[src/rtl/insight_dcache_resp_tracer.sv]
// DCache response tracer: filters response events, timestamps them and queues
// them in a small FIFO. Drops are counted, and the next queued record carries a lost flag.
module insight_dcache_resp_tracer #(
  parameter int ADDR_W = 32,
  parameter int DATA_W = 32,
  parameter int ID_W   = 6,
  parameter int SIZE_W = 2,
  parameter int DEPTH  = 8,
  parameter int TS_W   = 16
) (
  input  logic                       clock,
  input  logic                       reset,
  input  logic                       cfg_enable,
  input  logic [31:0]                cfg_cmd_mask,
  input  logic                       cfg_miss_only,
  input  logic                       resp_valid,
  input  logic                       resp_miss,
  input  logic [ADDR_W-1:0]          resp_addr,
  input  logic [DATA_W-1:0]          resp_rdata,
  input  logic [ID_W-1:0]            resp_id,
  input  logic [4:0]                 resp_cmd,
  input  logic                       resp_signed,
  input  logic [SIZE_W-1:0]          resp_size,
  output logic                       trace_valid,
  input  logic                       trace_ready,
  output logic [TS_W-1:0]            trace_ts,
  output logic                       trace_miss,
  output logic [ADDR_W-1:0]          trace_addr,
  output logic [DATA_W-1:0]          trace_rdata,
  output logic [ID_W-1:0]            trace_id,
  output logic [4:0]                 trace_cmd,
  output logic                       trace_signed,
  output logic [SIZE_W-1:0]          trace_size,
  output logic                       trace_lost,
  output logic [15:0]                drop_count,
  output logic [$clog2(DEPTH):0]     fifo_level
);

  localparam int PTR_W = $clog2(DEPTH);
  localparam int LVL_W = PTR_W + 1;
  localparam int REC_W = TS_W + 1 + ADDR_W + DATA_W + ID_W + 5 + 1 + SIZE_W + 1;
  localparam logic [LVL_W-1:0] FULL_LEVEL = LVL_W'(DEPTH);

  // Handshake: a record moves out on any cycle where trace_valid && trace_ready;
  // trace_valid never depends on trace_ready. The response side has no backpressure.
  logic [REC_W-1:0] mem [DEPTH];
  logic [PTR_W-1:0] wr_ptr, rd_ptr;
  logic [TS_W-1:0]  ts;
  logic             lost_pending;
  logic             qual, pop, push, drop;
  logic [REC_W-1:0] wr_rec, head;
  logic             head_miss, head_lost;

  assign qual = resp_valid & cfg_enable & cfg_cmd_mask[resp_cmd] & (~cfg_miss_only | resp_miss);
  assign trace_valid = (fifo_level != '0);
  assign pop  = trace_valid & trace_ready & ~reset;
  // A full FIFO still accepts an event when the head leaves in the same cycle.
  assign push = qual & ~reset & ((fifo_level != FULL_LEVEL) | pop);
  assign drop = qual & ~reset & ~push;

  assign wr_rec = {ts, resp_miss, resp_addr, resp_rdata, resp_id, resp_cmd,
                   resp_signed, resp_size, lost_pending};
  assign head = mem[rd_ptr];
  assign {trace_ts, head_miss, trace_addr, trace_rdata, trace_id, trace_cmd,
          trace_signed, trace_size, head_lost} = head;
  // Storage is not reset, so flag bits are masked to stay clean while empty.
  assign trace_miss = trace_valid & head_miss;
  assign trace_lost = trace_valid & head_lost;

  always_ff @(posedge clock) begin
    if (push) mem[wr_ptr] <= wr_rec;
  end

  always_ff @(posedge clock) begin
    if (reset) begin
      ts           <= '0;
      wr_ptr       <= '0;
      rd_ptr       <= '0;
      fifo_level   <= '0;
      drop_count   <= '0;
      lost_pending <= 1'b0;
    end else begin
      ts <= ts + TS_W'(1);
      if (push) wr_ptr <= wr_ptr + PTR_W'(1);
      if (pop)  rd_ptr <= rd_ptr + PTR_W'(1);
      case ({push, pop})
        2'b10:   fifo_level <= fifo_level + LVL_W'(1);
        2'b01:   fifo_level <= fifo_level - LVL_W'(1);
        default: fifo_level <= fifo_level;
      endcase
      if (drop && drop_count != 16'hFFFF) drop_count <= drop_count + 16'd1;
      if (push)      lost_pending <= 1'b0;
      else if (drop) lost_pending <= 1'b1;
    end
  end

endmodule

[config.mk]
export PLATFORM = sky130hd
export DESIGN_NAME = insight_dcache_resp_tracer
export DESIGN_NICKNAME = d
export VERILOG_FILES = /design/src/rtl/insight_dcache_resp_tracer.sv
export SDC_FILE = /design/constraint.sdc
export NUM_CORES = 1
export LEC_CHECK = 0
export BUFFER_PORTS_ARGS = -buffer_cell sky130_fd_sc_hd__buf_2
export CORE_UTILIZATION = 50
export CTS_CLUSTER_SIZE = 20
export DETAILED_ROUTE_END_ITERATION = 8
export PLACE_DENSITY = 0.71
export SYNTH_ARGS = -nofsm -noshare
export SYNTH_HDL_FRONTEND = slang
export SYNTH_SLANG_ARGS = --single-unit
[constraint.sdc]
create_clock -name clock -period 15.6 [get_ports clock]
set_input_delay 3.12 -clock clock [delete_from_list [all_inputs] [get_ports clock]]
set_output_delay 3.12 -clock clock [all_outputs]
set_load 0.01 [all_outputs]
==> impl_results.md <==
* Number of synthesis warnings at 0
* Tightest Pin Transition at 1.14 ns
* Level count of the clock H-tree at 3
* Total overflow reported by the global router at 0
* Syn Nets at 1,527
* Most common flop cell mapped by yosys: sky130_fd_sc_hd__edfxtp_1
* IO buf count at 233
* Worst-path cell chain: buf_2, mux2i_1, mux4_2, a311o_1, or4_1, nor3_2, buf_4, buf_4
* Nature of the critical path startpoint: input pin
* Flop and latch count out of synthesis at 814
* Startpoint of the worst setup timing path: resp_cmd[2]
* Mapped cell area at 31,200 µm²
* Combinational Power Share at 14.2%
* WL/cell at 24.3 µm
* Hold buffer count at cts at 0
* Start point of the worst hold path: rd_ptr[1]
* DRC violation total after the first TritonRoute iteration at 1,039
* Maximum capacitance violations at 0
* Total DRC errors in the routed layout at 0
* Origin of the critical flop-to-flop path: fifo_level[0]
* Clock Latency Late Sink at 0.62 ns
* Starting utilization of the core area at 50.5%
* CTS max path bufs at 3
* Crit path capture type: flop
* Arr. time, crit path at 7.67 ns
* Cell at the slowest stage of the critical path: sky130_fd_sc_hd__nor3_2
* Int Pwr at 3.87 mW
* Maximum cell stage delay along the critical path at 0.90 ns
* Final Hold Vio Count at 0
* Die Ht at 252 µm
* Net switching fraction of the power at 23.0%
* P&R area growth vs syn at 15.2%
* Vias in the first global route at 15,500
* Worst reg2reg endpoint: mem[6][12]
* CP most frequent cell: sky130_fd_sc_hd__buf_4
* Synthesized instance count at 1,403
* Path category of the worst min-delay check: reg -> reg
* Overall routed net length at 62,500 µm
* TNS Setup at 0 ns
* Required time worst endpoint at 15.84 ns
* Power density normalized to cell area at 140 nW/µm²
* Clock edge transition at the registers on the reported setup and hold paths at 0.06 ns
* Total global routing track utilization at 20.0%
* Detail-routed via count per cell at 5.72
* Unrepaired setup endpoints after global routing: false
* Critical setup path kind: in -> reg
* Total number of vias at 14,700
* Proportion of synthesized flip-flops having asynchronous set or reset at 0%
* Maximum clock frequency at 135 MHz
* Number of cells on the worst hold path at 2
* Maximum clock skew at final layout at 0.0158 ns
* Sinks on Clock Net at 814
* Die extent in x at 252 µm
* Count of flip-flops with a built-in enable after synthesis at 768
* Distinct cells, synth at 43
* FF-to-FF setup slack at 11.30 ns
* Cts repair resizes at 0
* Antenna Violating Nets Remaining at 0
* Library cell used as clock root buffer: sky130_fd_sc_hd__clkbuf_16
* Final setup violation count at 0
* Psw at 1.16 mW
* Fin crit period at 7.43 ns
* Number of cell rows at 91
* Average cell area after synthesis at 22.2 µm²
* VDD IR max at 125 µV
* Fraction of layout cells with a size suffix above 1 at 38.6%
* Portion of the post-synthesis area used by sequential elements at 76.9%
* Outcome: finished clean
* First-pass GRT wire length at 94,000 µm
* NumNets Final at 1,797
* TritonCTS clock tree: done
* Register-to-Register Path Depth at 7
* Tightest hold margin at 0.489 ns
* Worst rel slew slack at 24.3%
* Leakage at 11.4 nW
* I/O pin count at 234
* Part of the cycle the worst path needs at 47.6%
* Final estimated routing congestion in global placement at 0.733
* Area enclosed by the die boundary at 63,400 µm²
* Maximum fanout along the worst path at 49
* Count of buffers added by post-CTS timing repair for setup at 0
* Sequential share of power at 48.6%
* First-pass iteration count of the detailed router at 5
* Slew Limit Fails at 0
* Total clock buffers created by CTS at 82
* Area of the core at 61,700 µm²
* Clock network fraction of design power at 37.3%
* Detailed placement HPWL at 34,500 µm
* Number of antenna violations at the first check in global routing at 10
* Largest net degree at the start of global routing at 134
placed cells by master (no fill, tap or decap), types with 9 or more instances in the layout:
master and instances:
sky130_fd_sc_hd__a21oi_1 20, sky130_fd_sc_hd__buf_2 233, sky130_fd_sc_hd__buf_4 23, sky130_fd_sc_hd__clkbuf_1 22, sky130_fd_sc_hd__clkbuf_16 83, sky130_fd_sc_hd__clkinv_1 18
sky130_fd_sc_hd__dfxtp_1 43, sky130_fd_sc_hd__edfxtp_1 768, sky130_fd_sc_hd__inv_1 12, sky130_fd_sc_hd__mux2_2 97, sky130_fd_sc_hd__mux2i_1 15, sky130_fd_sc_hd__mux4_2 197
sky130_fd_sc_hd__nand2_1 19, sky130_fd_sc_hd__nand3_1 14, sky130_fd_sc_hd__nor2_1 29, sky130_fd_sc_hd__o21ai_0 13, sky130_fd_sc_hd__or3_1 16, sky130_fd_sc_hd__xor2_1 9
cell usage after synthesis (all sizes together), types with 2 or more instances:
cell type,number,share of area (%)
edfxtp,768,74
mux4,197,14
mux2,100,3.6
clkbuf,47,0.57
dfxtp,46,3.0
nor2,29,0.35
buf,25,0.38
a21oi,20,0.32
nand2,19,0.23
or3,16,0.32
mux2i,15,0.48
nand3,14,0.22
o21ai,13,0.21
inv,12,0.14
nor3,11,0.18
xor2,9,0.25
nand4,8,0.16
xnor2,7,0.20
ha,6,0.24
or4,5,0.13
and2,4,0.080
nor2b,4,0.080
nor4,4,0.080
o31ai,4,0.096
and3,3,0.060
nand2b,3,0.060
nor4b,3,0.084
and4,2,0.056
cell type report:
class	instances	area, µm²
fill	4413	25800
sequential	814	24000
multi-input combinational	505	6910
clock buffer	106	2170
timing repair buffer	258	1380
tap	837	1050
clock inverter	38	378
inverter	12	45.0
antenna	3	7.51
registers in the layout, indices dropped and copies added (netlist names), named ones only:
register,flops
drop_count,16
fifo_level,4
lost_pending,1
mem,768
rd_ptr,3
ts,16
wr_ptr,3
worst max-delay path, delay by kind of cell:
kind                   cells  cell delay, ns
buffers and inverters      3            1.78
AND/OR/NAND/NOR            2            1.71
AO/OA/AOI/OAI              1            0.39
multiplexers               2            0.58
power groups by stage:
stage / logic [mW] / clock network [mW] / registers (mW)
CTS: 0.733 / 1.91 / 2.45
global placement: 0.723 / 0 / 2.49
detailed placement: 0.729 / 0 / 2.49
floorplan: 0.537 / 0 / 2.46
finish: 0.713 / 1.88 / 2.44
global route: 0.769 / 1.99 / 2.45
worst max path at each step:
stage / to / slack, ns / depth (start not counted)
2_1_floorplan: mem[1][0] / -0.06 / 8
3_3_place_gp: mem[6][12] / 7.59 / 8
3_5_place_dp: mem[7][14] / 7.47 / 8
4_1_cts: mem[7][32] / 8.12 / 8
5_1_grt: mem[6][20] / 7.87 / 8
6_report: mem[6][12] / 8.17 / 8
kinds of logic (layout without fill, tap and decap cells):
logic type / Yosys count / count (layout) / share of synthesized area [%]
compound gates: 44 / 44 / 0.818
xor+xnor: 16 / 16 / 0.449
fa+ha+maj: 7 / 7 / 0.305
buf+inv: 84 / 414 / 1.09
flops: 814 / 814 / 76.9
mux: 312 / 312 / 18.3
other cells: 0 / 3 / 0
simple gates: 126 / 126 / 2.12
layer usage:
layer  global-route usage (%)  vias to the layer above  part of all wire (%)
met5                        0                        -                  0.12
met4                     5.51                       12                   1.6
met3                     4.25                       85                   6.2
met2                     33.0                      440                    50
met1                     27.1                     7780                    42
li1                         -                     6408                     -
through the flow:
stage               power (mW)  worst slack (ns)  utilization, %  cells  instance area [µm²]
finish                    5.03              8.17            58.2   2573                35900
global route              5.21              7.87            58.2   2572                35900
CTS                       5.09              8.12            58.2   2570                35900
detailed placement        3.22              7.47            54.1   2426                33400
global placement          3.21              7.59            54.1   2426                33400
floorplan                 3.00           -0.0634               -   1403                31200
No activity file was read; power rests on OpenSTA's default activity.
